===== src/rtl/flash_mp_region_cfg_if.sv =====
// Attribute type and request/acknowledge bundle for flash_mp_region_cfg.
//
// flash_ctrl_pkg supplies data_region_attr_t and HwDataAttr, the power-on data-region attribute.
// Its phase bit is the LSB.
//
// flash_mp_region_cfg_if groups the staged-write, commit and readback signals.
// - master: the register-interface side, which issues requests.
// - slave:  the flash_mp_region_cfg side.
//
// Signals:
//   wr_req/wr_idx/wr_attr/wr_lock  staged-write request, held until wr_ack
//   wr_ack/wr_err                  one-cycle acknowledge; wr_err marks a rejected write
//   commit/busy/cfg_update         commit pulse, scan-in-progress flag, scan-finished pulse
//   rd_req/rd_idx                  readback request
//   rd_valid/rd_attr               readback response, one cycle after the request

package flash_ctrl_pkg;

  typedef struct packed {
    logic en;
    logic rd_en;
    logic prog_en;
    logic erase_en;
    logic scramble_en;
    logic ecc_en;
    logic he_en;
    logic phase;
  } data_region_attr_t;

  parameter data_region_attr_t HwDataAttr [1] = '{'{phase: 1'b1, default: 1'b0}};

endpackage

interface flash_mp_region_cfg_if #(
  parameter int unsigned NumRegions = 4,
  parameter int unsigned IdxW       = (NumRegions > 1) ? $clog2(NumRegions) : 1
);

  logic                            wr_req;
  logic [IdxW-1:0]                 wr_idx;
  flash_ctrl_pkg::data_region_attr_t wr_attr;
  logic                            wr_lock;
  logic                            wr_ack;
  logic                            wr_err;
  logic                            commit;
  logic                            busy;
  logic                            cfg_update;
  logic                            rd_req;
  logic [IdxW-1:0]                 rd_idx;
  logic                            rd_valid;
  flash_ctrl_pkg::data_region_attr_t rd_attr;

  modport master (
    output wr_req, wr_idx, wr_attr, wr_lock, commit, rd_req, rd_idx,
    input  wr_ack, wr_err, busy, cfg_update, rd_valid, rd_attr
  );

  modport slave (
    input  wr_req, wr_idx, wr_attr, wr_lock, commit, rd_req, rd_idx,
    output wr_ack, wr_err, busy, cfg_update, rd_valid, rd_attr
  );

endinterface


===== src/rtl/flash_mp_region_cfg.sv =====
// Staged configuration holder for the flash memory-protection data-region attributes.
//
// Writes land in a per-region staging slot. A commit pulse then scans every region and copies
// the dirty, unlocked entries into the live array that feeds the region selector. A region can
// be locked at commit time; after that it rejects every write until reset.
//
// Ports:
//   clk_i           clock
//   rst_i           synchronous, active-high reset
//   bus             slave side of flash_mp_region_cfg_if (write / commit / readback)
//   region_attrs_o  live attribute array
//   lock_o          per-region lock status

module flash_mp_region_cfg
  import flash_ctrl_pkg::*;
#(
  parameter int unsigned NumRegions = 4,
  parameter int unsigned IdxW       = (NumRegions > 1) ? $clog2(NumRegions) : 1
) (
  input  logic                    clk_i,
  input  logic                    rst_i,
  flash_mp_region_cfg_if.slave    bus,
  output data_region_attr_t       region_attrs_o [NumRegions],
  output logic [NumRegions-1:0]   lock_o
);

  localparam int unsigned CntW = (NumRegions > 1) ? $clog2(NumRegions) : 1;
  localparam logic [CntW-1:0] LastIdx = CntW'(NumRegions - 1);

  typedef enum logic [1:0] {StIdle, StWack, StCommit, StDone} state_e;

  state_e            state_q, state_d;
  logic [CntW-1:0]   cidx_q, cidx_d;
  logic              err_q, err_d;
  logic              rd_valid_q;
  data_region_attr_t rd_attr_q;

  data_region_attr_t     live_q   [NumRegions];
  data_region_attr_t     staged_q [NumRegions];
  logic [NumRegions-1:0] dirty_q, lockp_q, lock_q;

  logic [NumRegions-1:0] wr_hit, rd_hit, cidx_hit;
  logic                  wr_bad, stage_en, commit_en;
  data_region_attr_t     rd_data;

  // One-hot decode of each index. An index outside the array decodes to all-zero, which marks
  // an out-of-range write and makes an out-of-range read return zero.
  always_comb begin
    wr_hit   = '0;
    rd_hit   = '0;
    cidx_hit = '0;
    for (int i = 0; i < int'(NumRegions); i++) begin
      wr_hit[i]   = (32'(bus.wr_idx) == i);
      rd_hit[i]   = (32'(bus.rd_idx) == i);
      cidx_hit[i] = (32'(cidx_q) == i);
    end
  end

  assign wr_bad = ~|wr_hit | |(wr_hit & lock_q);

  always_comb begin
    rd_data = '0;
    for (int i = 0; i < int'(NumRegions); i++) begin
      if (rd_hit[i]) rd_data = live_q[i];
    end
  end

  always_comb begin
    state_d   = state_q;
    cidx_d    = cidx_q;
    err_d     = err_q;
    stage_en  = 1'b0;
    commit_en = 1'b0;
    unique case (state_q)
      StIdle: begin
        // A commit wins over a simultaneous write; the write stays pending until after DONE.
        if (bus.commit) begin
          state_d = StCommit;
          cidx_d  = '0;
        end else if (bus.wr_req) begin
          state_d  = StWack;
          err_d    = wr_bad;
          stage_en = ~wr_bad;
        end
      end
      StWack: state_d = StIdle;
      StCommit: begin
        commit_en = 1'b1;
        if (cidx_q == LastIdx) begin
          state_d = StDone;
          cidx_d  = '0;
        end else begin
          cidx_d = cidx_q + 1'b1;
        end
      end
      StDone:  state_d = StIdle;
      default: state_d = StIdle;
    endcase
  end

  always_ff @(posedge clk_i) begin
    if (rst_i) begin
      state_q    <= StIdle;
      cidx_q     <= '0;
      err_q      <= 1'b0;
      rd_valid_q <= 1'b0;
      rd_attr_q  <= '0;
      dirty_q    <= '0;
      lockp_q    <= '0;
      lock_q     <= '0;
      for (int i = 0; i < int'(NumRegions); i++) begin
        live_q[i]   <= HwDataAttr[0];
        staged_q[i] <= HwDataAttr[0];
      end
    end else begin
      state_q    <= state_d;
      cidx_q     <= cidx_d;
      err_q      <= err_d;
      rd_valid_q <= bus.rd_req;
      if (bus.rd_req) rd_attr_q <= rd_data;
      for (int i = 0; i < int'(NumRegions); i++) begin
        // Staging happens only in IDLE and committing only in COMMIT, so these never overlap.
        if (stage_en && wr_hit[i]) begin
          staged_q[i] <= bus.wr_attr;
          dirty_q[i]  <= 1'b1;
          lockp_q[i]  <= lockp_q[i] | bus.wr_lock;
        end
        if (commit_en && cidx_hit[i] && dirty_q[i] && !lock_q[i]) begin
          live_q[i]  <= staged_q[i];
          dirty_q[i] <= 1'b0;
          lock_q[i]  <= lockp_q[i];
        end
      end
    end
  end

  assign bus.wr_ack     = (state_q == StWack);
  assign bus.wr_err     = (state_q == StWack) & err_q;
  assign bus.busy       = (state_q == StCommit);
  assign bus.cfg_update = (state_q == StDone);
  assign bus.rd_valid   = rd_valid_q;
  assign bus.rd_attr    = rd_attr_q;
  assign region_attrs_o = live_q;
  assign lock_o         = lock_q;

endmodule


===== src/flat_wrapper.sv =====
// flat-port wrapper written by rule: the top's interface ports become plain ports
module flash_mp_region_cfg_flat import flash_ctrl_pkg::*;
#(
  parameter int unsigned NumRegions = 4,
  parameter int unsigned IdxW       = (NumRegions > 1) ? $clog2(NumRegions) : 1
)
  (clk_i, rst_i, region_attrs_o, lock_o, bus_wr_req, bus_wr_idx, bus_wr_attr, bus_wr_lock, bus_commit, bus_rd_req, bus_rd_idx, bus_wr_ack, bus_wr_err, bus_busy, bus_cfg_update, bus_rd_valid, bus_rd_attr);
  flash_mp_region_cfg_if #(.NumRegions(NumRegions), .IdxW(IdxW)) bus_i ();
  input  logic clk_i;
  input  logic rst_i;
  output data_region_attr_t region_attrs_o[NumRegions];
  output logic [NumRegions-1:0] lock_o;
  input wire logic [$bits(bus_i.wr_req)-1:0] bus_wr_req;
  input wire logic [$bits(bus_i.wr_idx)-1:0] bus_wr_idx;
  input wire logic [$bits(bus_i.wr_attr)-1:0] bus_wr_attr;
  input wire logic [$bits(bus_i.wr_lock)-1:0] bus_wr_lock;
  input wire logic [$bits(bus_i.commit)-1:0] bus_commit;
  input wire logic [$bits(bus_i.rd_req)-1:0] bus_rd_req;
  input wire logic [$bits(bus_i.rd_idx)-1:0] bus_rd_idx;
  output wire logic [$bits(bus_i.wr_ack)-1:0] bus_wr_ack;
  output wire logic [$bits(bus_i.wr_err)-1:0] bus_wr_err;
  output wire logic [$bits(bus_i.busy)-1:0] bus_busy;
  output wire logic [$bits(bus_i.cfg_update)-1:0] bus_cfg_update;
  output wire logic [$bits(bus_i.rd_valid)-1:0] bus_rd_valid;
  output wire logic [$bits(bus_i.rd_attr)-1:0] bus_rd_attr;
  assign bus_i.wr_req = bus_wr_req;
  assign bus_i.wr_idx = bus_wr_idx;
  assign bus_i.wr_attr = bus_wr_attr;
  assign bus_i.wr_lock = bus_wr_lock;
  assign bus_i.commit = bus_commit;
  assign bus_i.rd_req = bus_rd_req;
  assign bus_i.rd_idx = bus_rd_idx;
  assign bus_wr_ack = bus_i.wr_ack;
  assign bus_wr_err = bus_i.wr_err;
  assign bus_busy = bus_i.busy;
  assign bus_cfg_update = bus_i.cfg_update;
  assign bus_rd_valid = bus_i.rd_valid;
  assign bus_rd_attr = bus_i.rd_attr;
  flash_mp_region_cfg #(.NumRegions(NumRegions), .IdxW(IdxW)) u_core (.clk_i(clk_i), .rst_i(rst_i), .bus(bus_i), .region_attrs_o(region_attrs_o), .lock_o(lock_o));
endmodule

===== config.mk =====
export PLATFORM = sky130hd
export DESIGN_NAME = flash_mp_region_cfg_flat
export DESIGN_NICKNAME = d
export VERILOG_FILES = /design/src/rtl/flash_mp_region_cfg_if.sv /design/src/rtl/flash_mp_region_cfg.sv /design/src/flat_wrapper.sv
export SDC_FILE = /design/constraint.sdc
export NUM_CORES = 1
export LEC_CHECK = 0
export BUFFER_PORTS_ARGS = -buffer_cell sky130_fd_sc_hd__buf_2
export CORE_AREA = 2 2 94 96
export CTS_CLUSTER_SIZE = 40
export DETAILED_ROUTE_END_ITERATION = 8
export DIE_AREA = 0 0 96 98
export PLACE_DENSITY = 0.76
export SYNTH_ARGS = -nofsm -noshare
export SYNTH_HDL_FRONTEND = slang
export SYNTH_SLANG_ARGS = --single-unit

===== constraint.sdc =====
create_clock -name clk_i -period 4.15 [get_ports clk_i]
set_clock_uncertainty 0.15 [all_clocks]
set_input_delay 0.415 -clock clk_i [delete_from_list [all_inputs] [get_ports clk_i]]
set_output_delay 0.415 -clock clk_i [all_outputs]
set_load 0.005 [all_outputs]

== Word level (Yosys, flattened, before mapping) ==
Memories as Yosys holds them, arrays and structs flattened. A register that Yosys moved wholly into a read port is not among the register bits.
Index checks and enable logic that the tools add are counted.
Storage, ports and cells
  input bits: 18
  memory bits (writable): 32
  register bits after elaboration: 26
  memories kept: 1
Operators by class
  $add $sub $neg: 1
  reduce and logical (&&, ||, !) cells: 36
  multiplexer cells: 33
  eq/ne operators: 15
  bitwise gates (word level): 13
Memories
  u_core.staged_q: depth 4, width 8, read ports 4, clocked after Yosys merged registers in 4, write ports 4, line flash_mp_region_cfg.sv:39  | data_region_attr_t staged_q [NumRegions];
Operator list (number)
  $mux 8: 8
  $mux 1: 18
  $eq 2x2->1 const B: 8
  $logic_and 1x1->1: 16
  $mux 2: 5
  $reduce_or 2->1: 5
  $or 1x1->1: 9
  $eq 2x1->1 const B: 4
  $logic_not 2->1: 4
  $reduce_or 4->1: 2
  $pmux 2 s3: 1
  $logic_not 1->1: 5
  $and 4x4->4: 1
  $pmux 2 s2: 1
  $reduce_and 2->1: 2
  $ne 3x3->1 const B: 1
  $reduce_and 3->1: 1
  $add 2x1->2 const B: 1
  $ne 2x1->1 const B: 1
  $ne 2x2->1 const B: 1
  $not 1->1: 2
  $reduce_bool 2->1: 1
  $and 1x1->1: 1

== Logic depth before layout (Yosys ltp) ==
Gate-level depths: netlist of the first run.
  depth in word-level cells: 13
  mapped depth: 6
  gate-level depth less buffers: 5

== Worst setup path after synthesis of the first run ==
OpenSTA, ideal clock, no wires.
  path type: input to register
  from: input port bus_commit
  to: memory u_core.staged_q[0][0] (netlist name), enable pin
  data arrival time: 2.013 ns
  stages: 4
  buffers on the path: 1
  required time: 3.616 ns
  library setup time: 0.384 ns
  slack: 1.603 ns
  cells stage by stage: or4b_1 -> buf_6 -> or3_1 -> o21ai_0
RTL lines
  from (decl): line flat_wrapper.sv:17  | input wire logic [$bits(bus_i.commit)-1:0] bus_commit;
  to (decl): line flash_mp_region_cfg.sv:39

==> results of run 1 <==
layout make-up:
| cell class | count | area [sq um] | area share [%] |
|---|---|---|---|
| sequential | 90 | 2120 | 48.2 |
| multi-input combinational | 224 | 1550 | 35.3 |
| timing repair buffer | 70 | 360 | 8.19 |
| tap | 108 | 135 | 3.07 |
| clock buffer | 9 | 124 | 2.82 |
| clock inverter | 7 | 70.1 | 1.59 |
| inverter | 9 | 33.8 | 0.768 |
synth_stat cells, types with 2 or more instances:
master,instances
o2bb2ai_1,4
nand2_1,4
a21oi_1,34
and2_1,30
o21ai_0,36
mux2i_1,8
mux4_2,9
clkbuf_1,22
dfxtp_1,58
nor4_4,4
nor2_1,15
nor3_1,2
and4b_1,2
a2bb2oi_2,2
o21ai_1,2
nor2b_1,5
edfxtp_1,32
nand3_1,39
nor4bb_1,2
a31oi_1,3
inv_1,8
a211oi_1,2
nand4b_1,2
ha_1,4
nand4bb_1,2
nand2b_1,5
sequential cells by signal, summed over array words and instances (netlist names):
register	cells
u_core.region_attrs_o	32
u_core.cidx_q	2
u_core.bus.rd_attr	8
u_core.bus.rd_valid	1
u_core.err_q	1
u_core.state_q	2
u_core.dirty_q	4
u_core.lock_o	4
u_core.lockp_q	4
u_core.staged_q	32
cell families (layout without fill, tap and decap cells):
| group | Yosys count | after routing | synth area share [%] |
|---|---|---|---|
| multiplexers | 18 | 18 | 7.73 |
| flip-flops | 90 | 90 | 55.8 |
| AND/OR/NAND/NOR | 118 | 118 | 19.5 |
| adder cells (fa/ha/maj) | 4 | 4 | 1.32 |
| buffers and inverters | 32 | 95 | 3.36 |
| AO/OA/AOI/OAI | 84 | 84 | 12.3 |
worst register-to-register path: cells and delay by family, from the launching register on:
| kind | cells | cell delay, ns |
|---|---|---|
| AND/OR/NAND/NOR | 2 | 1.30 |
| AO/OA/AOI/OAI | 1 | 0.53 |
| flip-flops | 1 | 0.45 |
how the worst max path moves through the flow:
| stage | start | to | slack [ns] | depth (start not counted) |
|---|---|---|---|---|
| final | u_core.state_q[1] | u_core.staged_q[2][5] | 1.35 | 3 |
| after global routing | u_core.state_q[1] | u_core.staged_q[3][1] | 1.20 | 3 |
| after CTS | u_core.state_q[1] | u_core.staged_q[3][2] | 1.35 | 3 |
| after detailed placement | bus_commit | u_core.staged_q[3][4] | 1.34 | 4 |
| after global placement | bus_commit | u_core.staged_q[2][6] | 1.38 | 4 |
| after floorplan | bus_commit | u_core.staged_q[0][0] | 1.60 | 4 |
metrics by stage:
step / hold slack (ns) / area [sq um] / cells
6_report: 0.211 / 4400 / 517
5_1_grt: 0.232 / 4400 / 517
4_1_cts: 0.207 / 4400 / 517
3_5_place_dp: 0.294 / 4210 / 501
3_3_place_gp: 0.296 / 4210 / 501
2_1_floorplan: 0.282 / 3800 / 346
report_power, final:
part	internal, mW	switching (mW)
clock	0.277	0.315
sequential	0.930	0.0114
combinational	0.0297	0.0570
total	1.24	0.383
routing by layer:
metal	vias to the layer above	GRT usage (%)	part of all wire, %
met3	12	3.94	5.7
met5	-	0	0
met4	0	7.80	1.5
met1	1377	26.8	44
met2	111	31.2	49
li1	1385	-	-
==> impl_metrics.ini, run 1 <==
[yosys]
async_flop_share_pct = 0
ys_ff_latch = 90
synth_cells = 346
synth_top_area_share_pct = 30.5
synth_ff_type = dfxtp_1
syn_nets = 368
synth_area_leaders = dfxtp_1 31%, edfxtp_1 25%, mux4_2 5.3%, nand3_1 5.1%, and2_1 4.9%
yosys_warnings = 0
synth.avg_cell_area_sq_um = 11.0
synth_top_area_cell = dfxtp_1
synth-edff-count = 32
ys_seq_area_share_pct = 55.8
synthesis.area_sq_mm = 0.00380
ys_types = 36

[pwr]
power.total_mw = 1.62
p_leak_nw = 1.67
vdd_drop_max_v = 0.000147
p_per_area_mw_per_mm2 = 368

[drt]
drt-wirelength-per-cell_um = 17.5
num_vias = 2885
vias_per_cell = 5.58
drc_errors = 0
routed_wl_um = 9050
ant_nets = 0
first_pass_iters = 5
drtIter0Drc = 127

[setup_path]
setup.worst_path.start_class = register
path_class = reg2reg
worstSetupEndpointType = register
r2r-end = u_core.staged_q[2][5]
crit_path_max_fanout = 16
crit_family = simple AND/OR/NAND/NOR gates
cpPeakStageDelay_ns = 0.81
ff2ff_path_depth = 3
required_ns = 4.00
arrival_ns = 2.65
reg2reg_from = u_core.state_q[1]
critical_path.slowest_cell = or4b_1
critPathBufInv = 0
r2r_slack_ns = 1.35
crit_chain = or4b_1 > or3_4 > o21ai_1

[die]
die-area_sq_mm = 0.00941
fp.coreArea_sq_mm = 0.00847
die_w_um = 96
die_height_um = 98
floorplan.initialDensity_pct = 44.9
num_rows = 34
num_io_pins = 67

[global_routing]
grt_pass1_wl_um = 14100
grt_pass1_vias = 2682
grt_max_degree = 54
grt_antenna_before_repair = 0
grt_overflow = 0
grt_use_total_pct = 19.8

[run_status]
status = completed

[placed_design]
detailedPlacementHpwl_um = 6640
portBuffers = 66
dp_slack_ns = 1.34
gp_congestion = 0.820

[clocking]
cts_htree_levels = 3
cts_tree = done
cts_resized = 0
clk_latency_ns = 0.36
clk_pin_slew_ns = 0.09
cts-root-buf = clkbuf_8
hold_buffers = 0
clock_sinks = 90
numCtsBuffers = 9
clock_path_buffers = 2
post-cts-setup-buffers = 0

[min_path]
hold_class = in2reg
min_to = u_core.lockp_q[1]
hold_start = bus_wr_lock
hold_depth = 3

[timing]
hold_violations = 0
post-route-min-period_ns = 2.80
final.setup.tns_ns = 0
fin_ws_ns = 1.35
fmax_mhz = 357
max_slew.worst_pin.slew_ns = 0.971
period_share_pct = 67.4
slew_headroom_pct = 35.3
rsz0062_at_grt = no
setup_viol = 0
slew_viol_final = 0

[final_layout]
syn_to_final_growth_pct = 15.7
antennaDiodeCount = 0
nets = 426
layout-drive-gt1-share_pct = 25.2
fillers = 728
post-route-util_pct = 52.0
final_cell_mix = 66 x buf_2, 58 x dfxtp_1, 39 x nand3_1
final_common_cell = buf_2

[flow_run]
cap_viol_max_count = 0
Note: power is estimated with default switching activity, not from simulation.
==> run 2, diff against run 1 <==
Settings changed: ABC_AREA set to 1, PLACE_DENSITY 0.76 to 0.78.
Clock period 4.15 ns to 2.5 ns, I/O delays scaled along.
==> impl_metrics.ini, run 2 <==
[min_path]
hold_class = in2reg
hold_start = bus_commit

[setup_path]
required_ns = 2.38
crit_path_max_fanout = 8
cpPeakStageDelay_ns = 0.40
path_class = reg2reg
reg2reg_from = u_core.state_q[1]
arrival_ns = 1.71
crit_family = simple AND/OR/NAND/NOR gates
critical_path.slowest_cell = dfxtp_1
critPathBufInv = 0
setup.worst_path.start_class = register
worstSetupEndpointType = register
crit_chain = nor2_4 > nand2_4 > nor2_8 > nand3_1 > nand2_1
crit_start = u_core.state_q[1]

[drt]
first_pass_iters = 4
vias_per_cell = 5.12
routed_wl_um = 8370
drt-wirelength-per-cell_um = 14.2
ant_nets = 0
drtIter0Drc = 142
num_vias = 3009
drc_errors = 0

[timing]
setup_viol = 0
slew_headroom_pct = 69.5
post-route-min-period_ns = 1.83
hold_ws_ns = 0.0527
period_share_pct = 73.0
slew_viol_final = 0
fin_ws_ns = 0.674
hold_violations = 0
fmax_mhz = 548
max_slew.worst_pin.slew_ns = 0.456
rsz0062_at_grt = no
final.setup.tns_ns = 0

[clocking]
post-cts-setup-buffers = 0
clk_pin_slew_ns = 0.09
clk_latency_ns = 0.36
cts_tree = done
numCtsBuffers = 9
clock_path_buffers = 2
cts_resized = 0
cts_htree_levels = 3
clock_sinks = 90
cts-root-buf = clkbuf_8
hold_buffers = 0

[global_routing]
grt_max_degree = 42
grt_antenna_before_repair = 0
grt_overflow = 0
grt_pass1_wl_um = 13500
grt_use_total_pct = 18.7
grt_pass1_vias = 2782

[final_layout]
final_cell_mix = 93 x nor2_1, 66 x buf_2, 58 x dfxtp_1
fin_area_sq_mm = 0.00436
final_common_cell = nor2_1
syn_to_final_growth_pct = 17.0
fillers = 769
nets = 497
antennaDiodeCount = 0
layout-drive-gt1-share_pct = 22.9

[yosys]
synth_cells = 408
yosysMostFrequentCell = nor2_1
ys_seq_area_share_pct = 57.0
synth.avg_cell_area_sq_um = 9.13
synth_area_leaders = dfxtp_1 31%, edfxtp_1 26%, nor2_1 9.4%, o21ai_0 5.8%, nand2_1 4.5%
synth-edff-count = 32
yosys_warnings = 0
async_flop_share_pct = 0
synthTopCellsByCount = 93 x nor2_1, 58 x dfxtp_1, 45 x nand2_1
ys_types = 32
synth_ff_type = dfxtp_1
syn_nets = 430
synth_top_area_cell = dfxtp_1
synth_top_area_share_pct = 31.2
synthesis.area_sq_mm = 0.00373
ys_ff_latch = 90

[die]
die_height_um = 98
floorplan.initialDensity_pct = 44.0
fp.coreArea_sq_mm = 0.00847
die_w_um = 96
num_io_pins = 67
die-area_sq_mm = 0.00941
num_rows = 34

[pwr]
vdd_drop_max_v = 0.000319
p_leak_nw = 1.94
p_per_area_mw_per_mm2 = 648

[placed_design]
portBuffers = 66
detailedPlacementHpwl_um = 6150
place_area_sq_mm = 0.00415
gp_congestion = 0.835
dp_slack_ns = 0.685

[run_status]
status = completed

[flow_run]
cap_viol_max_count = 0
-- run 2: area by class of cell --
class / instances / area, sq um / share of cell area (%)
inverters: 41 / 166 / 3.82
clock inverters: 6 / 81.3 / 1.87
repair buffers: 67 / 338 / 7.75
well taps: 108 / 135 / 3.10
multi-input cells: 266 / 1390 / 31.9
clock buffers: 10 / 128 / 2.93
flip-flops and latches: 90 / 2120 / 48.7
-- run 2: path summary, 6_finish.rpt --
kind                                               to  slack [ns]  depth (start not counted)
worst max-delay path            u_core.staged_q[2][1]        0.67                          5
worst min-delay path                u_core.state_q[0]        0.05                          4
worst max register to register  u_core.staged_q[2][1]        0.67                          5
worst min register to register      u_core.dirty_q[2]        0.31                          2
-- run 2: routing by layer --
| metal | GRT usage, % | share of wire [%] | vias to the layer above |
|---|---|---|---|
| met4 | 9.56 | 2.4 | 0 |
| met5 | 0 | 0 | - |
| met3 | 4.32 | 7.7 | 16 |
| met2 | 28.7 | 47 | 121 |
| li1 | - | - | 1494 |
| met1 | 24.3 | 43 | 1378 |
-- run 2: cell families (layout without fill, tap and decap cells) --
family,Yosys count,after routing,share of synthesized area [%]
AOI/OAI and AO/OA,73,73,10.8
buffers and inverters,52,124,5.78
DFF,90,90,57.0
and+or+nand+nor,189,189,25.1
adders and majority gates,4,4,1.34
-- run 2: through the flow --
step	std cells	utilization [%]	power [mW]
after floorplan	408	-	1.73
after global placement	572	49.0	1.79
after detailed placement	572	49.0	1.80
after CTS	588	51.5	2.84
after global routing	588	51.5	2.93
final	588	51.5	2.82
-- run 2: power by group --
part	switching (mW)	internal (mW)	total, mW
registers	0.0211	1.55	1.58
logic	0.135	0.0583	0.194
clock network	0.498	0.557	1.05
-- run 2: worst min-delay path, cell delays in order --
cell	delay, ns
buf_2	0.09
inv_1	0.03
nand2_1	0.08
a211oi_1	0.07
==> run 3, diff against run 2 <==
Settings changed: ABC_AREA 1 to 0, PLACE_DENSITY 0.78 to 0.79.
Clock period 2.5 ns to 1.65 ns, I/O delays scaled along.
==> impl_metrics.ini, run 3 (same netlist as run 1, synthesis figures left out) <==
[setup_path]
worstSetupEndpointType = register
crit_family = simple AND/OR/NAND/NOR gates
r2r_slack_ns = -0.36
r2r-end = u_core.staged_q[2][4]
crit_chain = or4b_4 > or3_4 > o21ai_4
cpPeakStageDelay_ns = 0.54
required_ns = 1.54
critical_path.slowest_cell = or4b_4
arrival_ns = 1.90
crit_path_max_fanout = 8
critPathBufInv = 0
ff2ff_path_depth = 3
setup.worst_path.start_class = register
path_class = reg2reg
reg2reg_from = u_core.state_q[0]

[pwr]
p_switching_mw = 1.01
sequentialPowerShare_pct = 58.5
power_frac_comb_pct = 7.6
p_per_area_mw_per_mm2 = 841
p_int_mw = 3.02
power.total_mw = 4.03
clkPwrFrac_pct = 33.9
p_sw_share_pct = 25.0
p_leak_nw = 1.87
vdd_drop_max_v = 0.000463

[drt]
top_layer = met4
drc_errors = 0
num_vias = 3056
routed_wl_um = 9780
drt-met1-wl_um = 4100
drtIter0Drc = 203
vias_per_cell = 5.49
route.met2.wl_um = 4910
met3_length_um = 574
drt-wirelength-per-cell_um = 17.6
first_pass_iters = 5
ant_nets = 0

[timing]
hold_violations = 0
setup_viol = 69
rsz0062_at_grt = yes
fin_ws_ns = -0.361
slew_viol_final = 0
post-route-min-period_ns = 2.01
fmax_mhz = 497
period_share_pct = 122
final.setup.tns_ns = -18.56
max_slew.worst_pin.slew_ns = 0.362
slew_headroom_pct = 75.9

[final_layout]
final_cell_mix = 66 x buf_2, 56 x dfxtp_1, 38 x nand3_1
antennaDiodeCount = 0
final_cells = 557
nets = 466
fillers = 673
post-route-util_pct = 56.7
final_common_cell = buf_2
layout-drive-gt1-share_pct = 34.1
regArea_sq_mm = 0.00212
syn_to_final_growth_pct = 26.1
multiInputGateArea_sq_mm = 0.00164

[clocking]
cts-root-buf = clkbuf_8
numCtsBuffers = 9
clock_path_buffers = 2
cts_tree = done
clock_sinks = 90
clk_pin_slew_ns = 0.09
cts_htree_levels = 3
clk_latency_ns = 0.36

[die]
die-area_sq_mm = 0.00941
num_io_pins = 67
die_w_um = 96
num_rows = 34
floorplan.initialDensity_pct = 44.9
die_height_um = 98
fp.coreArea_sq_mm = 0.00847

[run_status]
status = finished, violations left
violations = negative setup slack

[global_routing]
grt_pass1_wl_um = 15300
grt_antenna_before_repair = 0
grt_overflow = 0
grt_max_degree = 35
grt_use_total_pct = 21.4
grt_pass1_vias = 2962

[min_path]
min_to = u_core.staged_q[1][7]
hold_class = in2reg
hold_depth = 2
hold_start = bus_wr_attr[7]

[placed_design]
placed_cells = 532
gp_congestion = 0.831
portBuffers = 66
detailedPlacementHpwl_um = 7230

[flow_run]
cap_viol_max_count = 0
==> run 3: changes by cell type in the layout (fill, tap and decap cells not counted), sizes merged, moves of 8 or more <==
cell / delta
nand3: +12
nand4: -8
and2: +30
nor2: -84
a21oi: +19
buf: +38
mux4: +9
inv: -28
nand2: -46
mux2i: +8
==> run 3: layout make-up <==
| class | count | area share (%) |
|---|---|---|
| flip-flops and latches | 90 | 44.3 |
| multi-input cells | 224 | 34.2 |
| repair buffers | 110 | 14.3 |
| well taps | 108 | 2.82 |
| clock buffers | 9 | 2.58 |
| clock inverters | 7 | 1.10 |
| inverters | 9 | 0.704 |
==> run 3: power by group through the flow <==
stage	Sequential, mW	Clock [mW]	Combinational (mW)
finish	2.36	1.37	0.306
global route	2.37	1.47	0.328
CTS	2.36	1.38	0.291
detailed placement	2.41	0	0.273
global placement	2.41	0	0.266
floorplan	2.41	0	0.160
==> run 3: through the flow <==
stage	hold slack [ns]	worst slack, ns	cell area, sq um
global placement	0.268	-0.407	4480
floorplan	0.193	-0.442	3840
global route	0.00201	-0.400	4800
CTS	0.00283	-0.368	4740
detailed placement	0.272	-0.439	4480
finish	0.00761	-0.361	4800
==> run 3: what timing repair did <==
action                     CTS  global route
resized for setup            6             9
cloned                       0             0
hold endpoints to repair    15             0
pin swaps                    3             1
setup endpoints to repair   73            85
hold buffers                 5             0
setup buffers                2             2
==> run 3: how the worst max path moves through the flow <==
stage | from | cells past startpoint | endpoint | slack, ns
2_1_floorplan | u_core.state_q[0] | 4 | u_core.staged_q[2][0] | -0.44
3_3_place_gp | u_core.state_q[0] | 3 | u_core.staged_q[2][6] | -0.41
3_5_place_dp | u_core.state_q[0] | 3 | u_core.staged_q[2][1] | -0.44
4_1_cts | u_core.state_q[0] | 3 | u_core.staged_q[2][4] | -0.37
5_1_grt | u_core.state_q[0] | 3 | u_core.staged_q[3][2] | -0.40
6_report | u_core.state_q[0] | 3 | u_core.staged_q[2][4] | -0.36
==> run 3: worst reg2reg max path: stages, from the launching register on <==
cell     delay [ns]
dfxtp_2        0.33
or4b_4         0.54
or3_4          0.40
o21ai_4        0.28
==> run 3: routing by layer <==
layer,vias to the layer above,GRT usage [%]
met5,-,0
met4,0,10.0
met3,17,4.17
met2,118,34.6
met1,1464,27.6
li1,1457,-
